## config.mk

```make
export PLATFORM = sky130hd
export DESIGN_NAME = imu_axis_sampler_flat
export DESIGN_NICKNAME = d
export VERILOG_FILES = /design/src/rtl/imu_axis_sampler_pkg.sv /design/src/rtl/imu_axis_sampler_if.sv /design/src/rtl/imu_axis_sampler_tick.sv /design/src/rtl/imu_axis_sampler.sv /design/src/flat_wrapper.sv
export SDC_FILE = /design/constraint.sdc
export NUM_CORES = 1
export LEC_CHECK = 0
export ABC_AREA = 0
export BUFFER_PORTS_ARGS = -buffer_cell sky130_fd_sc_hd__buf_2
export CAP_MARGIN = 30
export CORE_MARGIN = 2
export CORE_UTILIZATION = 30
export CTS_CLUSTER_SIZE = 28
export DETAILED_ROUTE_END_ITERATION = 10
export HOLD_SLACK_MARGIN = 0.06
export PLACE_DENSITY = 0.54
export SLEW_MARGIN = 20
export SYNTH_ARGS = -nofsm -noshare
export SYNTH_HDL_FRONTEND = slang
export SYNTH_SLANG_ARGS = --single-unit
```

## constraint.sdc

```tcl
create_clock -name clk_50mhz -period 3 [get_ports clk_50mhz]
set_clock_uncertainty 0.05 [all_clocks]
set_input_delay 0.15 -clock clk_50mhz [delete_from_list [all_inputs] [get_ports clk_50mhz]]
set_output_delay 0.15 -clock clk_50mhz [all_outputs]
set_load 0.02 [all_outputs]
```

## src/rtl/imu_axis_sampler_pkg.sv

```systemverilog
// Shared constants for the IMU sampler: BMI160 register map, channel width
// and the sampler FSM state encoding.
package imu_pkg;
  localparam int CH_W = 16;

  localparam logic [7:0] ACC_X_LSB   = 8'h12;
  localparam logic [7:0] GYR_X_LSB   = 8'h0C;
  localparam logic [6:0] BMI160_ADDR = 7'h68;

  typedef logic [2:0] state_t;
  localparam state_t ST_IDLE    = 3'd0;
  localparam state_t ST_REQ     = 3'd1;
  localparam state_t ST_RECV    = 3'd2;
  localparam state_t ST_ACCUM   = 3'd3;
  localparam state_t ST_PUBLISH = 3'd4;
endpackage

```

## src/rtl/imu_axis_sampler_if.sv

```systemverilog
// Request/response link between the sampler (master) and the I2C
// transaction engine (slave).
interface imu_axis_sampler_if;
  // Request handshake: i2c_req stays high with stable dev/reg/len until the
  // cycle where i2c_req && i2c_req_ready, which is the single transfer.
  logic       i2c_req;
  logic       i2c_req_ready;
  logic [6:0] i2c_dev_addr;
  logic [7:0] i2c_reg_addr;
  logic [3:0] i2c_len;
  logic       i2c_rd_valid;
  logic [7:0] i2c_rd_data;
  logic       i2c_done;
  logic       i2c_nack;

  modport master (
    output i2c_req, i2c_dev_addr, i2c_reg_addr, i2c_len,
    input  i2c_req_ready, i2c_rd_valid, i2c_rd_data, i2c_done, i2c_nack
  );

  modport slave (
    input  i2c_req, i2c_dev_addr, i2c_reg_addr, i2c_len,
    output i2c_req_ready, i2c_rd_valid, i2c_rd_data, i2c_done, i2c_nack
  );
endinterface

```

## src/rtl/imu_axis_sampler_tick.sv

```systemverilog
// Free-running divider that emits a one-cycle tick every DIV cycles while
// enabled; held at zero when disabled.
module sample_tick_gen #(
  parameter int unsigned DIV = 500000
) (
  input  logic clk_50mhz,
  input  logic rst_n,
  input  logic enable,
  output logic tick
);
  localparam int unsigned CW = (DIV > 1) ? $clog2(DIV) : 1;
  localparam logic [CW-1:0] LAST = CW'(DIV - 1);

  logic [CW-1:0] cnt;

  always_ff @(posedge clk_50mhz) begin
    if (!rst_n)              cnt <= '0;
    else if (!enable)        cnt <= '0;
    else if (cnt == LAST)    cnt <= '0;
    else                     cnt <= cnt + 1'b1;
  end

  assign tick = enable && (cnt == LAST);
endmodule

```

## src/rtl/imu_axis_sampler.sv

```systemverilog
// Periodic burst reader: one I2C register burst per tick, little-endian word
// assembly, optional 2^AVG_LOG2 averaging, coherent strobed sample vector.
module imu_axis_sampler
  import imu_pkg::*;
#(
  parameter int         NUM_CH     = 3,
  parameter logic [6:0] DEV_ADDR   = BMI160_ADDR,
  parameter logic [7:0] BASE_REG   = ACC_X_LSB,
  parameter int         SAMPLE_DIV = 500000,
  parameter int         AVG_LOG2   = 0
) (
  input  logic                     clk_50mhz,
  input  logic                     rst_n,
  input  logic                     enable,
  imu_axis_sampler_if.master       i2c,
  output logic [NUM_CH*CH_W-1:0]   samples,
  output logic                     sample_valid,
  output logic                     busy,
  output logic [7:0]               err_count,
  output logic                     overrun,
  output state_t                   state_dbg
);
  localparam int NB     = 2 * NUM_CH;
  localparam int AW     = CH_W + AVG_LOG2;
  localparam int BURSTS = 1 << AVG_LOG2;
  localparam int IW     = $clog2(NB + 1);

  state_t                state, state_nxt;
  logic                  tick;
  logic [7:0]            byte_q   [NB];
  logic [IW-1:0]         byte_idx;
  logic [IW-1:0]         got_bytes;
  logic signed [CH_W-1:0] word    [NUM_CH];
  logic signed [AW-1:0]  acc_q    [NUM_CH];
  logic signed [AW-1:0]  acc_sum  [NUM_CH];
  logic [3:0]            burst_cnt;
  logic                  take_byte, burst_ok, last_burst;

  sample_tick_gen #(.DIV(SAMPLE_DIV)) u_tick (
    .clk_50mhz (clk_50mhz),
    .rst_n     (rst_n),
    .enable    (enable),
    .tick      (tick)
  );

  assign i2c.i2c_dev_addr = DEV_ADDR;
  assign i2c.i2c_reg_addr = BASE_REG;
  assign i2c.i2c_len      = 4'(NB);
  assign state_dbg        = state;

  // Surplus bytes are dropped and do not count toward the burst length.
  assign take_byte  = (state == ST_RECV) && i2c.i2c_rd_valid && (byte_idx < IW'(NB));
  assign got_bytes  = byte_idx + IW'(take_byte);
  assign burst_ok   = !i2c.i2c_nack && (got_bytes == IW'(NB));
  assign last_burst = (burst_cnt == 4'(BURSTS - 1));

  always_comb begin
    for (int k = 0; k < NUM_CH; k++) begin
      word[k]    = {byte_q[2*k+1], byte_q[2*k]};
      acc_sum[k] = acc_q[k] + AW'(word[k]);
    end
  end

  always_ff @(posedge clk_50mhz) begin
    if (!rst_n) state <= ST_IDLE;
    else        state <= state_nxt;
  end

  always_comb begin
    state_nxt = state;
    case (state)
      ST_IDLE:    if (tick) state_nxt = ST_REQ;
      ST_REQ:     if (i2c.i2c_req_ready) state_nxt = ST_RECV;
      ST_RECV:    if (i2c.i2c_done) state_nxt = burst_ok ? ST_ACCUM : ST_IDLE;
      ST_ACCUM:   state_nxt = last_burst ? ST_PUBLISH : ST_IDLE;
      ST_PUBLISH: state_nxt = ST_IDLE;
      default:    state_nxt = ST_IDLE;
    endcase
  end

  always_comb begin
    i2c.i2c_req  = (state == ST_REQ);
    busy         = (state == ST_REQ) || (state == ST_RECV) || (state == ST_ACCUM);
    sample_valid = (state == ST_PUBLISH);
  end

  always_ff @(posedge clk_50mhz) begin
    if (!rst_n) begin
      byte_idx  <= '0;
      burst_cnt <= '0;
      err_count <= '0;
      overrun   <= 1'b0;
      samples   <= '0;
      for (int k = 0; k < NUM_CH; k++) acc_q[k] <= '0;
      for (int b = 0; b < NB; b++)     byte_q[b] <= '0;
    end else begin
      if (tick && (state != ST_IDLE)) overrun <= 1'b1;
      if (state == ST_REQ) byte_idx <= '0;
      if (take_byte) begin
        byte_q[byte_idx] <= i2c.i2c_rd_data;
        byte_idx         <= byte_idx + 1'b1;
      end
      if ((state == ST_RECV) && i2c.i2c_done && !burst_ok) begin
        if (err_count != 8'hFF) err_count <= err_count + 1'b1;
        burst_cnt <= '0;
        for (int k = 0; k < NUM_CH; k++) acc_q[k] <= '0;
      end
      // Samples load on the ACCUM->PUBLISH edge so they change with the strobe.
      if (state == ST_ACCUM) begin
        burst_cnt <= burst_cnt + 1'b1;
        for (int k = 0; k < NUM_CH; k++) begin
          acc_q[k] <= acc_sum[k];
          if (last_burst) samples[k*CH_W +: CH_W] <= CH_W'(acc_sum[k] >>> AVG_LOG2);
        end
      end
      if (state == ST_PUBLISH) begin
        burst_cnt <= '0;
        for (int k = 0; k < NUM_CH; k++) acc_q[k] <= '0;
      end
    end
  end
endmodule
```

## src/flat_wrapper.sv

```systemverilog
// flat-port wrapper written by rule: the top's interface ports become plain ports
module imu_axis_sampler_flat import imu_pkg::*;
#(
  parameter int         NUM_CH     = 3,
  parameter logic [6:0] DEV_ADDR   = BMI160_ADDR,
  parameter logic [7:0] BASE_REG   = ACC_X_LSB,
  parameter int         SAMPLE_DIV = 500000,
  parameter int         AVG_LOG2   = 0
)
  (clk_50mhz, rst_n, enable, samples, sample_valid, busy, err_count, overrun, state_dbg, i2c_i2c_req, i2c_i2c_dev_addr, i2c_i2c_reg_addr, i2c_i2c_len, i2c_i2c_req_ready, i2c_i2c_rd_valid, i2c_i2c_rd_data, i2c_i2c_done, i2c_i2c_nack);
  imu_axis_sampler_if i2c_i ();
  input  logic clk_50mhz;
  input  logic rst_n;
  input  logic enable;
  output logic [NUM_CH*CH_W-1:0] samples;
  output logic sample_valid;
  output logic busy;
  output logic [7:0] err_count;
  output logic overrun;
  output state_t state_dbg;
  output wire logic [$bits(i2c_i.i2c_req)-1:0] i2c_i2c_req;
  output wire logic [$bits(i2c_i.i2c_dev_addr)-1:0] i2c_i2c_dev_addr;
  output wire logic [$bits(i2c_i.i2c_reg_addr)-1:0] i2c_i2c_reg_addr;
  output wire logic [$bits(i2c_i.i2c_len)-1:0] i2c_i2c_len;
  input wire logic [$bits(i2c_i.i2c_req_ready)-1:0] i2c_i2c_req_ready;
  input wire logic [$bits(i2c_i.i2c_rd_valid)-1:0] i2c_i2c_rd_valid;
  input wire logic [$bits(i2c_i.i2c_rd_data)-1:0] i2c_i2c_rd_data;
  input wire logic [$bits(i2c_i.i2c_done)-1:0] i2c_i2c_done;
  input wire logic [$bits(i2c_i.i2c_nack)-1:0] i2c_i2c_nack;
  assign i2c_i2c_req = i2c_i.i2c_req;
  assign i2c_i2c_dev_addr = i2c_i.i2c_dev_addr;
  assign i2c_i2c_reg_addr = i2c_i.i2c_reg_addr;
  assign i2c_i2c_len = i2c_i.i2c_len;
  assign i2c_i.i2c_req_ready = i2c_i2c_req_ready;
  assign i2c_i.i2c_rd_valid = i2c_i2c_rd_valid;
  assign i2c_i.i2c_rd_data = i2c_i2c_rd_data;
  assign i2c_i.i2c_done = i2c_i2c_done;
  assign i2c_i.i2c_nack = i2c_i2c_nack;
  imu_axis_sampler #(.NUM_CH(NUM_CH), .DEV_ADDR(DEV_ADDR), .BASE_REG(BASE_REG), .SAMPLE_DIV(SAMPLE_DIV), .AVG_LOG2(AVG_LOG2)) u_core (.clk_50mhz(clk_50mhz), .rst_n(rst_n), .enable(enable), .i2c(i2c_i), .samples(samples), .sample_valid(sample_valid), .busy(busy), .err_count(err_count), .overrun(overrun), .state_dbg(state_dbg));
endmodule
```

==> metrics.yaml, run 1 <==
cts_buffer_depth: 2
n_antenna_cell: 0
ir_drop_mv: 0.299
p_per_area_nw_per_um2: 520
postLayoutCoreUtil: 0.355
maxCapViolCount: 0
nNetsFinal: 1100
cts-resized-gates: 0
crit_arrival_ns: 3.03
post_cts_buffers: 0
die_area_um2: 31900
drt_iter0_markers: 440
drc: 0
cts.hold.buffers_added: 3
syn_area_um2: 9130
netlist_instances: 943
required_ns: 3.30
avgSynthCellArea_um2: 9.69
timing.final.crit_share: 0.908
finalPower_mw: 5.50
p_leak_nw: 4.25
rrSetupSlack_ns: 0.28
cts_tree: "built"
vias: 6819
routabilityCongestion: 0.840
grt_pass1_wl_mm: 35.6
cts_root_buf: "clkbuf_16"
finalSetupViolations: 0
grt_pass1_vias: 6637
die_y_um: 178
fmax_mhz: 367
antenna_found_initial: 0
hold_viol_final: 0
drt_pass1_iterations: 4
wl_per_cell_um: 15.4
max_slew_margin: 0.470
overflow: 0
worstRegToRegCells: 11
ant_nets: 0
fillers: 3051
synthFlopType: "edfxtp_1"
initial_core_util: 0.307
port_buffers: 77
grt_util_all_layers: 0.144
hold_class: "in2reg"
area_growth_pct: 15.9
io_pins: 97
critPathLaunchType: "flop"
status: "completed"
async_reset_ff_frac: 0
grt_max_degree: 51
synth-edff-count: 96
ys_ff_latch: 182
clkSinkCount: 182
coreArea_um2: 29800
setup.worst_path.class: "reg2reg"
tightest_slew_ns: 0.792
clkTransAtPathRegs_ns: 0.06
place_hpwl_mm: 15.6
rows: 63
mostFrequentLayoutCells: "186 x nor2_1, 96 x edfxtp_1, 86 x dfxtp_1"
yosys.cell_types.count: 57
slew_violations: 0
cts_buffers: 17
rsz0062_at_grt: "no"
drive_gt1_frac: 0.141
layout_commonest_cell: "nor2_1"
routed_wirelength_mm: 22.1
viasPerCell: 4.76
die_w_um: 178
end_kind: "flop"
critPathMaxFanout: 6
yosysSeqAreaShare: 0.504
yosysWarnings: 0
min_period_ns: 2.72
holdPathStages: 3
fin_tns_setup_ns: 0
htree_levels: 4
insertion_delay_ns: 0.43
## report_power, final
part           internal [mW]  switching (mW)  leakage, nW
Sequential              2.68          0.0301         1.62
Clock                   1.23           0.970        0.295
Combinational          0.220           0.376         2.34
## synth_stat cells, drive strengths merged, types with 4 or more instances
| cell | count | area [um^2] |
|---|---|---|
| nor2 | 186 | 698 |
| nor3b | 4 | 35.0 |
| and3 | 12 | 75.1 |
| clkbuf | 25 | 93.8 |
| xor2 | 43 | 377 |
| inv | 33 | 124 |
| ha | 53 | 663 |
| o21a | 17 | 129 |
| nand2b | 8 | 50.1 |
| nand2 | 72 | 270 |
| nand4 | 14 | 87.6 |
| and2 | 8 | 50.1 |
| a31oi | 6 | 37.5 |
| or4 | 4 | 30.0 |
| buf | 23 | 161 |
| nor3 | 11 | 55.1 |
| o211ai | 6 | 55.1 |
| nand3 | 29 | 145 |
| a21oi | 70 | 358 |
| a21o | 15 | 114 |
| xnor2 | 26 | 228 |
| a211oi | 11 | 82.6 |
| o21ai | 34 | 170 |
| dfxtp | 86 | 1720 |
| or3 | 5 | 31.3 |
| edfxtp | 96 | 2880 |
| nor2b | 6 | 37.5 |
## logic make-up after synthesis
group	share of synthesized area
buffers and inverters	0.0415
and+or+nand+nor	0.180
muxes	0.00329
other	0.000822
adders and majority gates	0.0792
AOI/OAI and AO/OA	0.125
DFF	0.504
xor gates and xnor gates	0.0662
## critical path: stages, from the launching register on
cell	delay, ns
dfxtp_1	0.31
nor2_1	0.21
nand3_1	0.18
a21oi_2	0.16
ha_1	0.17
ha_1	0.16
xnor2_1	0.15
o211a_1	0.33
o21a_2	0.23
nand4_1	0.20
or3_1	0.36
a21oi_1	0.14
## through the flow
| stage | area (um^2) | worst slack [ns] | hold WS [ns] | cells |
|---|---|---|---|---|
| final | 10600 | 0.276 | 0.168 | 1432 |
| after global routing | 10600 | 0.0178 | 0.189 | 1432 |
| after CTS | 10600 | 0.268 | 0.152 | 1432 |
| after detailed placement | 9980 | 0.316 | 0.402 | 1397 |
| after global placement | 9980 | 0.471 | 0.390 | 1397 |
| after floorplan | 9200 | 0.0997 | 0.309 | 960 |
## final timing paths
| kind | from | to |
|---|---|---|
| max | u_core.state_dbg[2]$_SDFFE_PN0P_ | u_core.err_count[7]$_SDFFE_PN0P_ |
| min | i2c_i2c_rd_data[2] | u_core.byte_q[5][2]$_DFFE_PP_ |
| max reg2reg | u_core.state_dbg[2]$_SDFFE_PN0P_ | u_core.err_count[7]$_SDFFE_PN0P_ |
| min reg2reg | u_core.samples[16]$_SDFFE_PN0P_ | u_core.samples[16]$_SDFFE_PN0P_ |
## flip-flops by register name, summed over array words and instances (netlist names)
register	count
u_core.err_count	8
u_core.burst_cnt	4
u_core.u_tick.cnt	19
u_core.samples	48
u_core.byte_idx	3
u_core.overrun	1
u_core.acc_q	48
u_core.state_dbg	3
u_core.byte_q	48
## layer usage
layer	vias up	share of wire	GRT usage
met5	-	0	0
met4	0	0.015	0.0437
met3	19	0.040	0.0326
li1	3440	-	-
met2	111	0.47	0.239
met1	3249	0.47	0.186
## area by class of cell
| class | count | area, um^2 | area share |
|---|---|---|---|
| repair buffers | 98 | 563 | 0.0532 |
| clock inverters | 9 | 60.1 | 0.00567 |
| well taps | 390 | 488 | 0.0461 |
| flip-flops and latches | 182 | 4600 | 0.435 |
| inverters | 33 | 124 | 0.0117 |
| clock buffers | 23 | 520 | 0.0492 |
| multi-input cells | 697 | 4230 | 0.399 |
Power figures use the tool's default switching activity.
==> inputs of run 2 (changes only) <==
--- a/config.mk
+++ b/config.mk
@@ -8,7 +8,7 @@
 export ABC_AREA = 0
 export BUFFER_PORTS_ARGS = -buffer_cell sky130_fd_sc_hd__buf_2
 export CAP_MARGIN = 30
-export CORE_MARGIN = 2
+export CORE_MARGIN = 5
 export CORE_UTILIZATION = 30
 export CTS_CLUSTER_SIZE = 28
 export DETAILED_ROUTE_END_ITERATION = 10
@@ -17,4 +17,5 @@
 export SLEW_MARGIN = 20
 export SYNTH_ARGS = -nofsm -noshare
 export SYNTH_HDL_FRONTEND = slang
+export SYNTH_HIERARCHICAL = 1
 export SYNTH_SLANG_ARGS = --single-unit
==> run 2 against run 1 <==
  * Clock-buffer cell count is 2 lower
  * Die area is 8.2% higher
  * Critical path depth stayed put
  * Cell count is 0.42% higher
  * Critical endpoint is now u_core/acc_q[0][38]$_SDFFCE_PP0P_
  * Sequential power hardly changed
  * Cell area is 1.3% higher
  * Combinational power is 2% higher
  * Clock power hardly changed
  * First-iteration DRC count is 6.6% higher
  * Non-clock buffer count stayed put
  * Critical path type unchanged
  * Sequential cell count stayed put
  * Worst setup slack worse by 0.049 ns
==> metrics.yaml, run 2 <==
status: "completed"
hold_viol_final: 0  # unchanged
finalSetupViolations: 0  # unchanged
p_per_area_nw_per_um2: 514  # -1.1%
fin_tns_setup_ns: 0  # unchanged
hold_end: "u_core/byte_q[5][2]$_DFFE_PP_"
regToRegEndpoint: "u_core/acc_q[0][38]$_SDFFCE_PP0P_"
grt_max_degree: 49  # -3.9%
syn_area_um2: 9260  # +1.4%
routabilityCongestion: 0.816  # -2.9%
critPathMaxFanout: 48  # +42
power.net_switching_mw: 1.40  # +1.7%
cts_buffers: 17  # unchanged
critPathLaunchType: "flop"
async_reset_ff_frac: 0  # unchanged
worst_slack_ns: 0.227  # -0.0487 ns
timing.final.crit_share: 0.924  # +0.0162
layout_commonest_cell: "nor2_1"
mostFrequentLayoutCells: "175 x nor2_1, 96 x edfxtp_1, 85 x dfxtp_1"
ys_ff_latch: 182  # unchanged
r2r-start: "u_core/state_dbg[2]$_SDFFE_PN0P_"
grt_pass1_vias: 6870  # +3.5%
coreArea_um2: 30500  # +2.4%
synth.most_common_cell: "nor2_1"
grt_util_all_layers: 0.133  # -0.0109
area_growth_pct: 15.8  # about the same
cts_buffer_depth: 2  # unchanged
htree_levels: 4  # unchanged
die_y_um: 186  # +4.0%
rsz0062_at_grt: "no"
viasPerCell: 4.86  # +2.1%
maxCapViolCount: 0  # unchanged
drt_pass1_iterations: 5  # +1
use_met2: 0.204  # -0.0350
avgSynthCellArea_um2: 9.76  # +0.74%
drive_gt1_frac: 0.157  # +0.0163
vias: 6993  # +2.6%
routed_wirelength_mm: 22.8  # +3.2%
ir_drop_mv: 0.404  # +35%
pre_cts_ws_ns: 0.271  # -0.0450 ns
p_int_mw: 4.12  # -0.26%
sequentialPowerShare: 0.490  # -0.002
synthFlopType: "edfxtp_1"
rows: 64  # +1.6%
n_antenna_cell: 0  # unchanged
initial_core_util: 0.304  # -0.00302
overflow: 0  # unchanged
slew_violations: 0  # unchanged
max_slew_margin: 0.607  # +0.136
tightest_slew_ns: 0.590  # -0.202 ns
holdPathStages: 3  # unchanged
wl_per_cell_um: 15.8  # +2.8%
use_met1: 0.194  # +0.00833
insertion_delay_ns: 0.43  # about the same
synth_top_area_share: 0.311  # -0.00431
setup.worst_path.class: "reg2reg"
clkTransAtPathRegs_ns: 0.07  # about the same
combPwrFrac: 0.110  # +0.002
synth-edff-count: 96  # unchanged
grt_pass1_wl_mm: 36.5  # +2.4%
required_ns: 3.10  # -0.20 ns
ant_nets: 0  # unchanged
place_hpwl_mm: 16.2  # +4.4%
clkSinkCount: 182  # unchanged
p_leak_nw: 4.22  # -0.59%
synth_common_cells: "176 x nor2_1, 96 x edfxtp_1, 86 x dfxtp_1, 67 x a21oi_1, 53 x ha_1"
min_period_ns: 2.77  # +0.0487 ns
hold_class: "in2reg"
top_regs: "u_core/acc_q (48), u_core/byte_q (48), u_core/samples (48)"
cts_tree: "built"
placed_cells: 1403  # +0.43%
port_buffers: 77  # unchanged
nNetsFinal: 1100  # unchanged
clockPowerShare: 0.400  # about the same
yosysSeqAreaShare: 0.497  # -0.00688
worstRegToRegCells: 11  # unchanged
cts-resized-gates: 0  # unchanged
yosys.cell_types.count: 69  # +21%
final_cells: 1438  # +0.42%
yosysWarnings: 6  # +6
p_sw_frac: 0.254  # +0.00371
crit_arrival_ns: 2.88  # -0.15 ns
yosys.area.top_type: "edfxtp_1"
drt_iter0_markers: 469  # +6.6%
cts_root_buf: "clkbuf_16"
io_pins: 97  # unchanged
grt-busiest-layer: "met2"
antenna_found_initial: 0  # unchanged
fmax_mhz: 361  # -1.8%
rrSetupSlack_ns: 0.23  # -0.05 ns
cts.hold.buffers_added: 3  # unchanged
met3_usage: 0.0270  # -0.00564
end_kind: "flop"
die_area_um2: 34500  # +8.2%
die_w_um: 186  # +4.0%
min_from: "i2c_i2c_rd_data[2]"
yosys-top-cells-area: "edfxtp_1 31%, dfxtp_1 19%, ha_1 7.2%"
netlist_instances: 949  # +0.64%
fillers: 3105  # +1.8%
drc: 0  # unchanged
post_cts_buffers: 0  # unchanged
## run 2: cell count changes after synthesis, moves of 4 or more
| cell | previous run | this run |
|---|---|---|
| o21a_1 | 16 | 11 |
| o31ai_1 | 0 | 4 |
| xnor2_1 | 26 | 33 |
| nand2_2 | 0 | 7 |
| nand4b_1 | 0 | 4 |
| o21ai_1 | 11 | 16 |
| nand2_1 | 72 | 51 |
| nor2_1 | 186 | 176 |
| nor4_1 | 1 | 5 |
| xor2_1 | 43 | 28 |
| inv_1 | 23 | 33 |
## run 2: metal layers
| layer | wire (um) | vias to the layer above |
|---|---|---|
| met5 | 0 | - |
| li1 | - | 3485 |
| met3 | 1070 | 15 |
| met1 | 11500 | 3345 |
| met2 | 9990 | 148 |
| met4 | 200 | 0 |
## run 2: kinds of logic (layout without fill, tap and decap cells)
| family | after synthesis | in the layout | synth area share |
|---|---|---|---|
| flops | 182 | 182 | 0.497 |
| fa+ha+maj | 56 | 56 | 0.0781 |
| mux | 4 | 4 | 0.00432 |
| xor+xnor | 61 | 61 | 0.0577 |
| buf+inv | 96 | 172 | 0.0485 |
| simple gates | 356 | 356 | 0.182 |
| other cells | 2 | 19 | 0.000811 |
| compound gates | 192 | 192 | 0.132 |
## run 2: area by class of cell
type	instances	area [um^2]	share of cell area
clock inverter	11	82.6	0.00770
inverter	42	158	0.0147
timing repair buffer	98	576	0.0537
multi-input combinational	688	4310	0.401
tap	396	495	0.0462
clock buffer	21	503	0.0469
sequential	182	4610	0.429
## run 2: stage by stage
step                      total power, mW   util  hold WS, ns  instance area, um^2
after floorplan                      3.22      -        0.263                 9350
after global placement               3.36  0.331        0.396                10100
after detailed placement             3.36  0.331        0.398                10100
after CTS                            5.59  0.352       0.0777                10700
after global routing                 5.75  0.352       0.0878                10700
final                                5.52  0.352        0.102                10700
## run 2: worst max-delay path by stage
| stage | startpoint | to | slack, ns | cells past startpoint |
|---|---|---|---|---|
| CTS | u_core/state_dbg[2]$_SDFFE_PN0P_ | u_core/acc_q[0][38]$_SDFFCE_PP0P_ | 0.23 | 11 |
| global placement | u_core/state_dbg[2]$_SDFFE_PN0P_ | u_core/acc_q[0][45]$_SDFFCE_PP0P_ | 0.29 | 11 |
| detailed placement | u_core/state_dbg[2]$_SDFFE_PN0P_ | u_core/acc_q[0][45]$_SDFFCE_PP0P_ | 0.27 | 11 |
| global route | u_core/state_dbg[2]$_SDFFE_PN0P_ | u_core/acc_q[0][38]$_SDFFCE_PP0P_ | 0.06 | 11 |
| finish | u_core/state_dbg[2]$_SDFFE_PN0P_ | u_core/acc_q[0][38]$_SDFFCE_PP0P_ | 0.23 | 11 |
| floorplan | u_core/state_dbg[2]$_SDFFE_PN0P_ | u_core/acc_q[0][0]$_SDFFCE_PP0P_ | 0.008 | 10 |
## run 2: critical path: stages, from the launching register on
cell	delay, ns
dfxtp_1	0.33
and2b_2	0.25
nand3b_1	0.19
a21oi_4	0.05
ha_1	0.19
ha_1	0.19
xnor2_1	0.15
nor3_2	0.36
nor2_1	0.15
nor2_2	0.22
nand3_4	0.10
buf_12	0.24
## run 2: power groups by stage
stage                     clock (mW)  combinational (mW)  sequential (mW)
after floorplan                    0               0.470             2.75
after global placement             0               0.597             2.76
after detailed placement           0               0.595             2.76
after CTS                       2.28               0.603             2.71
after global routing            2.36               0.674             2.71
final                           2.21               0.606             2.71
==> inputs of run 3 (changes only) <==
--- a/config.mk
+++ b/config.mk
@@ -8,12 +8,14 @@
 export ABC_AREA = 0
 export BUFFER_PORTS_ARGS = -buffer_cell sky130_fd_sc_hd__buf_2
 export CAP_MARGIN = 30
+export CELL_PAD_IN_SITES_DETAIL_PLACEMENT = 0
+export CELL_PAD_IN_SITES_GLOBAL_PLACEMENT = 1
 export CORE_MARGIN = 5
 export CORE_UTILIZATION = 30
 export CTS_CLUSTER_SIZE = 28
 export DETAILED_ROUTE_END_ITERATION = 10
 export HOLD_SLACK_MARGIN = 0.06
-export PLACE_DENSITY = 0.54
+export PLACE_DENSITY = 0.64
 export SLEW_MARGIN = 20
 export SYNTH_ARGS = -nofsm -noshare
 export SYNTH_HDL_FRONTEND = slang
==> run 3 against run 2 <==
  * Utilization about the same
  * Non-clock buffer count is the same
  * Sequential cell count is the same
  * Clock power rose by 4%
  * Power grew 1.6%
  * Clock-buffer cell count is 4 lower
  * Register-to-register slack got worse by 0.03 ns
  * Via count down 0.40%
  * Global-route usage increased by 0.079 points
  * Critical path depth did not move
  * Worst setup slack got worse by 0.030 ns
  * Largest cell class unchanged
==> metrics.yaml, run 3 (synthesis gave the netlist of run 2 again) <==
hold_viol_final: 0  # unchanged
grt_pass1_wl_mm: 36.3  # -0.53%
cts_buffer_depth: 2  # unchanged
port_buffers: 77  # unchanged
cts.hold.buffers_added: 4  # +1
critPathLaunch: "u_core/state_dbg[2]$_SDFFE_PN0P_"
fin_tns_setup_ns: 0  # unchanged
ir_drop_mv: 0.345  # -14%
antenna_found_initial: 0  # unchanged
p_int_mw: 4.15  # +0.78%
area_growth_pct: 16.0
hold_class: "in2reg"
nNetsFinal: 1100  # unchanged
initial_core_util: 0.304  # unchanged
combPwrFrac: 0.109  # about the same
die_area_um2: 34500  # unchanged
status: "completed"
cts_tree: "built"
required_ns: 3.11  # about the same
max_slew_margin: 0.618  # +0.0117
clockPowerShare: 0.409  # +0.009
r2r-start: "u_core/state_dbg[2]$_SDFFE_PN0P_"
p_sw_frac: 0.260  # +0.00590
vias: 6965  # -0.40%
clkTransAtPathRegs_ns: 0.07  # about the same
viasPerCell: 4.84  # -0.40%
maxCapViolCount: 0  # unchanged
mostFrequentLayoutCells: "175 x nor2_1, 96 x edfxtp_1, 85 x dfxtp_1"
critPathMaxFanout: 48  # unchanged
finalSetupViolations: 0  # unchanged
overflow: 0  # unchanged
wl_per_cell_um: 16.0  # +1.1%
fillers: 3126  # +0.68%
min_period_ns: 2.80  # +0.0300 ns
insertion_delay_ns: 0.43  # about the same
finalPower_mw: 5.60  # +1.6%
end_kind: "flop"
coreArea_um2: 30500  # unchanged
sequentialPowerShare: 0.482  # -0.008
rsz0062_at_grt: "no"
drive_gt1_frac: 0.156  # -0.000960
grt_util_all_layers: 0.134  # +0.000792
setup.worst_path.class: "reg2reg"
post_cts_buffers: 0  # unchanged
grt_max_degree: 63  # +29%
p_per_area_nw_per_um2: 522  # +1.5%
grt_pass1_vias: 6613  # -3.7%
power.net_switching_mw: 1.46  # +3.9%
cts_buffers: 17  # unchanged
die_y_um: 186  # unchanged
p_leak_nw: 4.21  # -0.24%
timing.final.crit_share: 0.934  # +0.0100
drt_iter0_markers: 381  # -19%
rows: 64  # unchanged
drt_pass1_iterations: 5  # unchanged
routabilityCongestion: 0.835  # +2.3%
top_regs: "u_core/acc_q (48), u_core/byte_q (48), u_core/samples (48)"
clkSinkCount: 182  # unchanged
ant_nets: 0  # unchanged
critPathLaunchType: "flop"
cts_root_buf: "clkbuf_16"
htree_levels: 4  # unchanged
crit_arrival_ns: 2.91  # +0.03 ns
place_hpwl_mm: 16.3  # +0.39%
slew_violations: 0  # unchanged
tightest_slew_ns: 0.573  # -0.0175 ns
layout_commonest_cell: "nor2_1"
min_from: "i2c_i2c_rd_data[2]"
cts-resized-gates: 0  # unchanged
io_pins: 97  # unchanged
die_w_um: 186  # unchanged
routed_wirelength_mm: 23.0  # +1.1%
drc: 0  # unchanged
n_antenna_cell: 0  # unchanged
fmax_mhz: 357  # -1.1%
whs_ns: 0.0936  # -0.00831 ns
==> run 3: cell types whose count changed in the layout (fill, tap and decap cells not counted), sizes merged, moves of 2 or more <==
cell and change:
clkinv +2, inv -2, clkbuf -4, bufinv +2, clkinvlp +2
==> run 3: path summary, 6_finish.rpt <==
| kind | end | slack, ns | cells past startpoint |
|---|---|---|---|
| worst max-delay path | u_core/acc_q[0][37]$_SDFFCE_PP0P_ | 0.20 | 11 |
| worst min-delay path | u_core/byte_q[5][2]$_DFFE_PP_ | 0.09 | 3 |
| worst max register to register | u_core/acc_q[0][37]$_SDFFCE_PP0P_ | 0.20 | 11 |
| worst min register to register | u_core/samples[9]$_SDFFE_PN0P_ | 0.41 | 2 |
==> run 3: layout make-up <==
class | instances | area [um^2] | area share
clock inverters | 15 | 169 | 0.0157
inverters | 42 | 158 | 0.0147
clock buffers | 17 | 425 | 0.0396
repair buffers | 98 | 578 | 0.0538
well taps | 396 | 495 | 0.0461
flip-flops and latches | 182 | 4610 | 0.429
multi-input cells | 688 | 4310 | 0.401
==> run 3: power groups by stage <==
stage          Combinational [mW]  Sequential (mW)  Clock (mW)
2_1_floorplan               0.470             2.75           0
3_3_place_gp                0.608             2.76           0
3_5_place_dp                0.602             2.76           0
4_1_cts                     0.610             2.70        2.36
5_1_grt                     0.677             2.71        2.47
6_report                    0.608             2.70        2.29
==> run 3: metrics by stage <==
stage	utilization	std cells	cell area (um^2)	worst slack, ns
3_3_place_gp	0.331	1402	10100	0.285
6_report	0.352	1438	10700	0.197
2_1_floorplan	-	966	9350	0.00779
3_5_place_dp	0.331	1402	10100	0.215
5_1_grt	0.352	1438	10700	0.0542
4_1_cts	0.352	1438	10700	0.198
==> run 3: critical path, cell delays in order (launching register included) <==
cell      delay [ns]
dfxtp_1         0.33
and2b_2         0.25
nand3b_1        0.20
a21oi_4         0.05
ha_1            0.18
ha_1            0.19
xnor2_1         0.15
nor3_2          0.38
nor2_1          0.15
nor2_2          0.24
nand3_4         0.11
buf_12          0.24
==> run 3: per-layer routing <==
metal / global-route usage / vias to the layer above / wire length (um)
met3: 0.0287 / 10 / 1100
met4: 0.0286 / 0 / 189
met5: 0 / - / 0
li1: - / 3487 / -
met2: 0.198 / 155 / 9810
met1: 0.201 / 3313 / 11900
